<file path="config.mk">
export PLATFORM = sky130hd
export DESIGN_NAME = spi_rom_reader
export DESIGN_NICKNAME = d
export VERILOG_FILES = /design/src/rtl/spi_rom_reader.sv
export SDC_FILE = /design/constraint.sdc
export NUM_CORES = 1
export LEC_CHECK = 0
export CAP_MARGIN = 0
export CELL_PAD_IN_SITES_DETAIL_PLACEMENT = 1
export CELL_PAD_IN_SITES_GLOBAL_PLACEMENT = 1
export CORE_AREA = 5 5 116 118
export CTS_CLUSTER_DIAMETER = 60
export CTS_CLUSTER_SIZE = 20
export DETAILED_ROUTE_END_ITERATION = 7
export DIE_AREA = 0 0 121 123
export PLACE_DENSITY_LB_ADDON = 0.12
export SYNTH_ARGS = -nofsm -noshare
export SYNTH_HDL_FRONTEND = slang
export SYNTH_SLANG_ARGS = --single-unit
</file>
<file path="constraint.sdc">
create_clock -name clk_i -period 4.9 [get_ports clk_i]
set_input_delay 1.47 -clock clk_i [delete_from_list [all_inputs] [get_ports clk_i]]
set_output_delay 1.47 -clock clk_i [all_outputs]
set_load 0.03 [all_outputs]
</file>
<file path="src/rtl/spi_rom_reader.sv">
// Serial-flash read sequencer driving one SPI master (mode 0, 8-bit, MSB first).
// Define SPI_ROM_FAST_READ_EN to issue FAST READ (0x0B) with one dummy byte.
module spi_rom_reader #(
  parameter int DIV   = 2,
  parameter int LEN_W = 16
) (
  input  logic             clk_i,
  input  logic             rst_ni,
  input  logic             rd_req_i,
  input  logic [23:0]      addr_i,
  input  logic [LEN_W-1:0] len_i,
  input  logic             abort_i,
  output logic             busy_o,
  output logic             done_o,
  output logic [7:0]       data_o,
  output logic             data_vld_o,
  output logic             ss_n_o,
  output logic             spi_ena_o,
  output logic             spi_start_o,
  output logic [7:0]       spi_tx_o,
  input  logic [7:0]       spi_rx_i,
  input  logic             spi_irq_i,
  output logic             spi_ack_o
);

  localparam int DW = (DIV > 1) ? $clog2(DIV) : 1;

`ifdef SPI_ROM_FAST_READ_EN
  localparam logic [7:0] READ_CMD = 8'h0B;
`else
  localparam logic [7:0] READ_CMD = 8'h03;
`endif

  typedef enum logic [3:0] {
    S_IDLE, S_SETUP, S_CMD, S_A2, S_A1, S_A0,
`ifdef SPI_ROM_FAST_READ_EN
    S_DUMMY,
`endif
    S_DATA, S_HOLD
  } state_e;

  state_e           state_q, state_d, next_byte;
  logic             send_q, send_d;
  logic [DW-1:0]    div_q, div_d;
  logic [23:0]      addr_q, addr_d;
  logic [LEN_W-1:0] rem_q, rem_d;
  logic             ss_n_q, ss_n_d;
  logic             busy_q, busy_d;
  logic             done_q, done_d;
  logic [7:0]       data_q, data_d;
  logic             vld_q, vld_d;

  assign spi_ena_o  = (div_q == DW'(DIV - 1));
  assign ss_n_o     = ss_n_q;
  assign busy_o     = busy_q;
  assign done_o     = done_q;
  assign data_o     = data_q;
  assign data_vld_o = vld_q;

  always_comb begin
    state_d     = state_q;
    send_d      = send_q;
    div_d       = spi_ena_o ? '0 : div_q + DW'(1);
    addr_d      = addr_q;
    rem_d       = rem_q;
    ss_n_d      = ss_n_q;
    busy_d      = busy_q;
    done_d      = 1'b0;
    data_d      = data_q;
    vld_d       = 1'b0;
    spi_start_o = 1'b0;
    spi_ack_o   = 1'b0;
    spi_tx_o    = 8'h00;
    next_byte   = S_HOLD;

    case (state_q)
      S_IDLE: begin
        if (rd_req_i) begin
          if (len_i != '0) begin
            addr_d  = addr_i;
            rem_d   = len_i;
            ss_n_d  = 1'b0;
            busy_d  = 1'b1;
            state_d = S_SETUP;
          end else begin
            done_d = 1'b1;
          end
        end
      end
      S_SETUP: begin
        if (abort_i) begin
          state_d = S_HOLD;
        end else if (spi_ena_o) begin
          send_d  = 1'b1;
          state_d = S_CMD;
        end
      end
      S_HOLD: begin
        if (spi_ena_o) begin
          ss_n_d  = 1'b1;
          done_d  = 1'b1;
          busy_d  = 1'b0;
          state_d = S_IDLE;
        end
      end
      default: begin
        // Byte states: tx byte and successor are fixed by the current state.
        case (state_q)
          S_CMD: begin spi_tx_o = READ_CMD;      next_byte = S_A2; end
          S_A2:  begin spi_tx_o = addr_q[23:16]; next_byte = S_A1; end
          S_A1:  begin spi_tx_o = addr_q[15:8];  next_byte = S_A0; end
`ifdef SPI_ROM_FAST_READ_EN
          S_A0:    begin spi_tx_o = addr_q[7:0]; next_byte = S_DUMMY; end
          S_DUMMY: begin spi_tx_o = 8'h00;       next_byte = S_DATA;  end
`else
          S_A0:  begin spi_tx_o = addr_q[7:0];   next_byte = S_DATA; end
`endif
          S_DATA: begin
            spi_tx_o  = 8'h00;
            next_byte = (rem_q == LEN_W'(1)) ? S_HOLD : S_DATA;
          end
          default: begin spi_tx_o = 8'h00; next_byte = S_HOLD; end
        endcase

        if (send_q) begin
          spi_start_o = 1'b1;
          send_d      = 1'b0;
          div_d       = '0;
        end else if (spi_irq_i) begin
          spi_ack_o = 1'b1;
          send_d    = 1'b1;
          state_d   = abort_i ? S_HOLD : next_byte;
          if (state_q == S_DATA) begin
            data_d = spi_rx_i;
            vld_d  = 1'b1;
            rem_d  = rem_q - LEN_W'(1);
          end
        end
      end
    endcase
  end

  always_ff @(posedge clk_i or negedge rst_ni) begin
    if (!rst_ni) begin
      state_q <= S_IDLE;
      send_q  <= 1'b0;
      div_q   <= '0;
      addr_q  <= '0;
      rem_q   <= '0;
      ss_n_q  <= 1'b1;
      busy_q  <= 1'b0;
      done_q  <= 1'b0;
      data_q  <= 8'h00;
      vld_q   <= 1'b0;
    end else begin
      state_q <= state_d;
      send_q  <= send_d;
      div_q   <= div_d;
      addr_q  <= addr_d;
      rem_q   <= rem_d;
      ss_n_q  <= ss_n_d;
      busy_q  <= busy_d;
      done_q  <= done_d;
      data_q  <= data_d;
      vld_q   <= vld_d;
    end
  end

endmodule

</file>
==> summary.md <==
| Metric | Value |
|---|---|
| Hold Slack | approximately 500 ps |
| Switching share of power | 0.380 |
| Final Cycle Share | 0.884 |
| Mapped Cells | 279 |
| Hold crit path type | reg -> reg |
| Most frequent cells in the layout | clkdlybuf4s50_1 (74), dfrtp_1 (56), nor2_1 (28) |
| Worst Hold Depth | 1 |
| Root buffer cell | clkbuf_16 |
| Netlist cell types | 51 |
| Post-Syn Nets | 334 |
| Final Skew | 9.15 ps |
| Lkg Pwr | 1.69 nW |
| Clock buffer count from CTS | 9 |
| Post-Place Setup Slack | 552 ps |
| Most used DFF post-synth | dfrtp_1 |
| First-pass GRT wire length | 14600 um |
| Fraction of layout cells with a size suffix above 1 | 0.182 |
| CTS hold repair buffers | 0 |
| Max VDD drop | 0.225 mV |
| Worst slew pin tran | 830 ps |
| Initial antenna violation count | 0 |
| Chip Width | 121 um |
| Post-CTS setup buffers | 0 |
| H-tree levels | 3 |
| Iter 0 DRT Violations | between 100 and 150 |
| RSZ-0062 raised after global routing | no |
| Synth top area share | 0.467 |
| Total Wirelength | 8720 um |
| Final non-filler cell area | 0.00423 mm2 |
| Logic gate share of total power | 0.431 |
| Initial Util | 0.242 |
| Critical Path RT | 3430 ps |
| Clock Sinks | between 50 and 60 |
| Syn Std Cell Area | 0.00300 mm2 |
| Post-synth EDFFs | 0 |
| FF-to-FF setup slack | 2490 ps |
| Final setup viols | 0 |
| Hold Crit Start | spi_ena_o$_DFF_PN0_ |
| WP data arrival | 2860 ps |
| Synth area leaders | dfrtp_1 (47%), mux2_4 (9.0%), mux2_2 (5.3%), nor2_1 (3.5%), a22o_1 (3.5%) |
| Vias in the first global route | 2844 |
| Largest area contributor in the netlist | dfrtp_1 |
| Internal Power | 1.73 mW |
| Port bufs | 75 |
| Final Hold Viols | 0 |
| Fmax | 0.231 GHz |
| Synthesized flop and latch total | 57 |
| Power per cell area | 661 mW/mm2 |
| # nets final | 408 |
| FFs w/ async S/R, synth | 1.00 |
| Clk pin slew, worst setup/hold paths | 50 ps |
| Max-cap violation count | 0 |
| RR Endpoint | rem_q[8]$_DFFE_PN0P_ |
| Avg Cell Area, Syn | 10.7 um2 |
| Max_slew headroom | 0.447 |
| R2r startpoint | state_q[0]$_DFFE_PN0P_ |
| Worst-skew pair later-pin latency | 330 ps |
| Finished Core Util | 0.342 |
| Syn. warnings | 0 |
| Largest net degree at the start of global routing | 33 |
| Post-CTS sizing | 0 |
| Critical path class | in -> out |
| Hold Path End | spi_ena_o$_DFF_PN0_ |
| Worst Setup Slack, final | 568 ps |
| Sequential-to-total area share from yosys stat | 0.476 |
| ANT cells | 0 |
| P_sw | between 1 and 1.5 mW |
| Placed insts | 514 |
| CTS tree | built |
| Placeable Area | 0.0124 mm2 |
| Status | completed |
| Vias per cell | 4.70 |
| Final instance count without filler cells | 530 |
| Worst setup EP type | primary output |
| HPWL Detailed | 6080 um |
| Final critical-path required period | 4330 ps |
| CP Launch Type | input port |
| Setup crit start | spi_irq_i |
| Placed instance area | approximately 0.004 mm2 |
| Vias after detailed routing | 2491 |
| Die area | 0.0149 mm2 |
| DRT Pass-1 Iters | 4 |
| Clk network pwr share | 0.249 |
| CTS Buffer Depth | 2 |
| Residual DRC | 0 |
| CP Max Fanout | 3 |
| Die Y | around 120 um |
| Total negative setup slack | 0 ps |
| Post-route ant nets | 0 |
| Sequential Power Share | 0.321 |
| Post-DR wirelength/cell | 16.5 um |
| Reg2Reg Depth | 6 |
| Grt total ovfl | 0 |
| Gr usage total | 0.126 |
| Total power | ~2.8 mW |
| Core Rows | 41 |
| Most common cell after layout, fill and taps aside | clkdlybuf4s50_1 |
| Area Growth Syn to Fin | 41.1% |
| I/O Pins | 76 |
| Placer Congestion | 0.703 |
| Fillers | between 1k and 1.5k |
| Final Slew Violations | 0 |
## cells in the mapped netlist (all sizes together), types with 5 or more instances
cell	count
a22o	12
a21oi	20
nor3	10
nand2	8
inv	6
clkbuf	9
nor4	6
mux2	32
buf	9
nor2	31
nor2b	5
dfrtp	56
o21ai	21
## layer usage
metal / global-route usage / part of all wire
met5: 0 / 0
met4: 0.0467 / 0.013
met3: 0.0407 / 0.049
met2: 0.205 / 0.48
met1: 0.156 / 0.46
## worst max-delay path: stages
cell and delay [ps]:
clkdlybuf4s50_1 500, nand2_1 60, nor2_1 140, clkdlybuf4s50_1 690
## power groups by stage
stage          Sequential [mW]  Combinational [mW]  Clock [mW]
2_1_floorplan            0.926               0.762           0
3_3_place_gp             0.898                1.21           0
3_5_place_dp             0.903                1.22           0
4_1_cts                  0.899                1.22       0.714
5_1_grt                  0.935                1.32       0.737
6_report                 0.897                1.20       0.695
## how the worst max path moves through the flow
stage	end	depth (start not counted)
2_1_floorplan	spi_ack_o	2
3_3_place_gp	spi_ack_o	4
3_5_place_dp	spi_ack_o	4
4_1_cts	spi_ack_o	4
5_1_grt	spi_ack_o	4
6_report	spi_ack_o	4
## kinds of logic (layout without fill, tap and decap cells)
kind of cell	after synthesis	in the layout	synth area share
simple gates	82	82	0.144
fa+ha+maj	3	3	0.0117
mux	32	32	0.143
flops	57	57	0.476
compound gates	81	81	0.185
buf+inv	24	103	0.0409
## cell type report
type / count / area, um2 / share of cell area
Multi-Input combinational cell: 198 / 1450 / 0.342
Clock buffer: 9 / 225 / 0.0533
Sequential cell: 57 / 1430 / 0.338
Clock inverter: 7 / 100 / 0.0237
Tap cell: 172 / 215 / 0.0509
Inverter: 6 / 22.5 / 0.00533
Timing Repair Buffer: 81 / 791 / 0.187
## sequential cells by signal, indices dropped and copies added (netlist names)
signal,cells
done_o,1
busy_o,1
data_o,8
spi_ena_o,1
rem_q,16
send_q,1
state_q,3
ss_n_o,1
addr_q,24
data_vld_o,1
(Power assumes the default switching activity.)
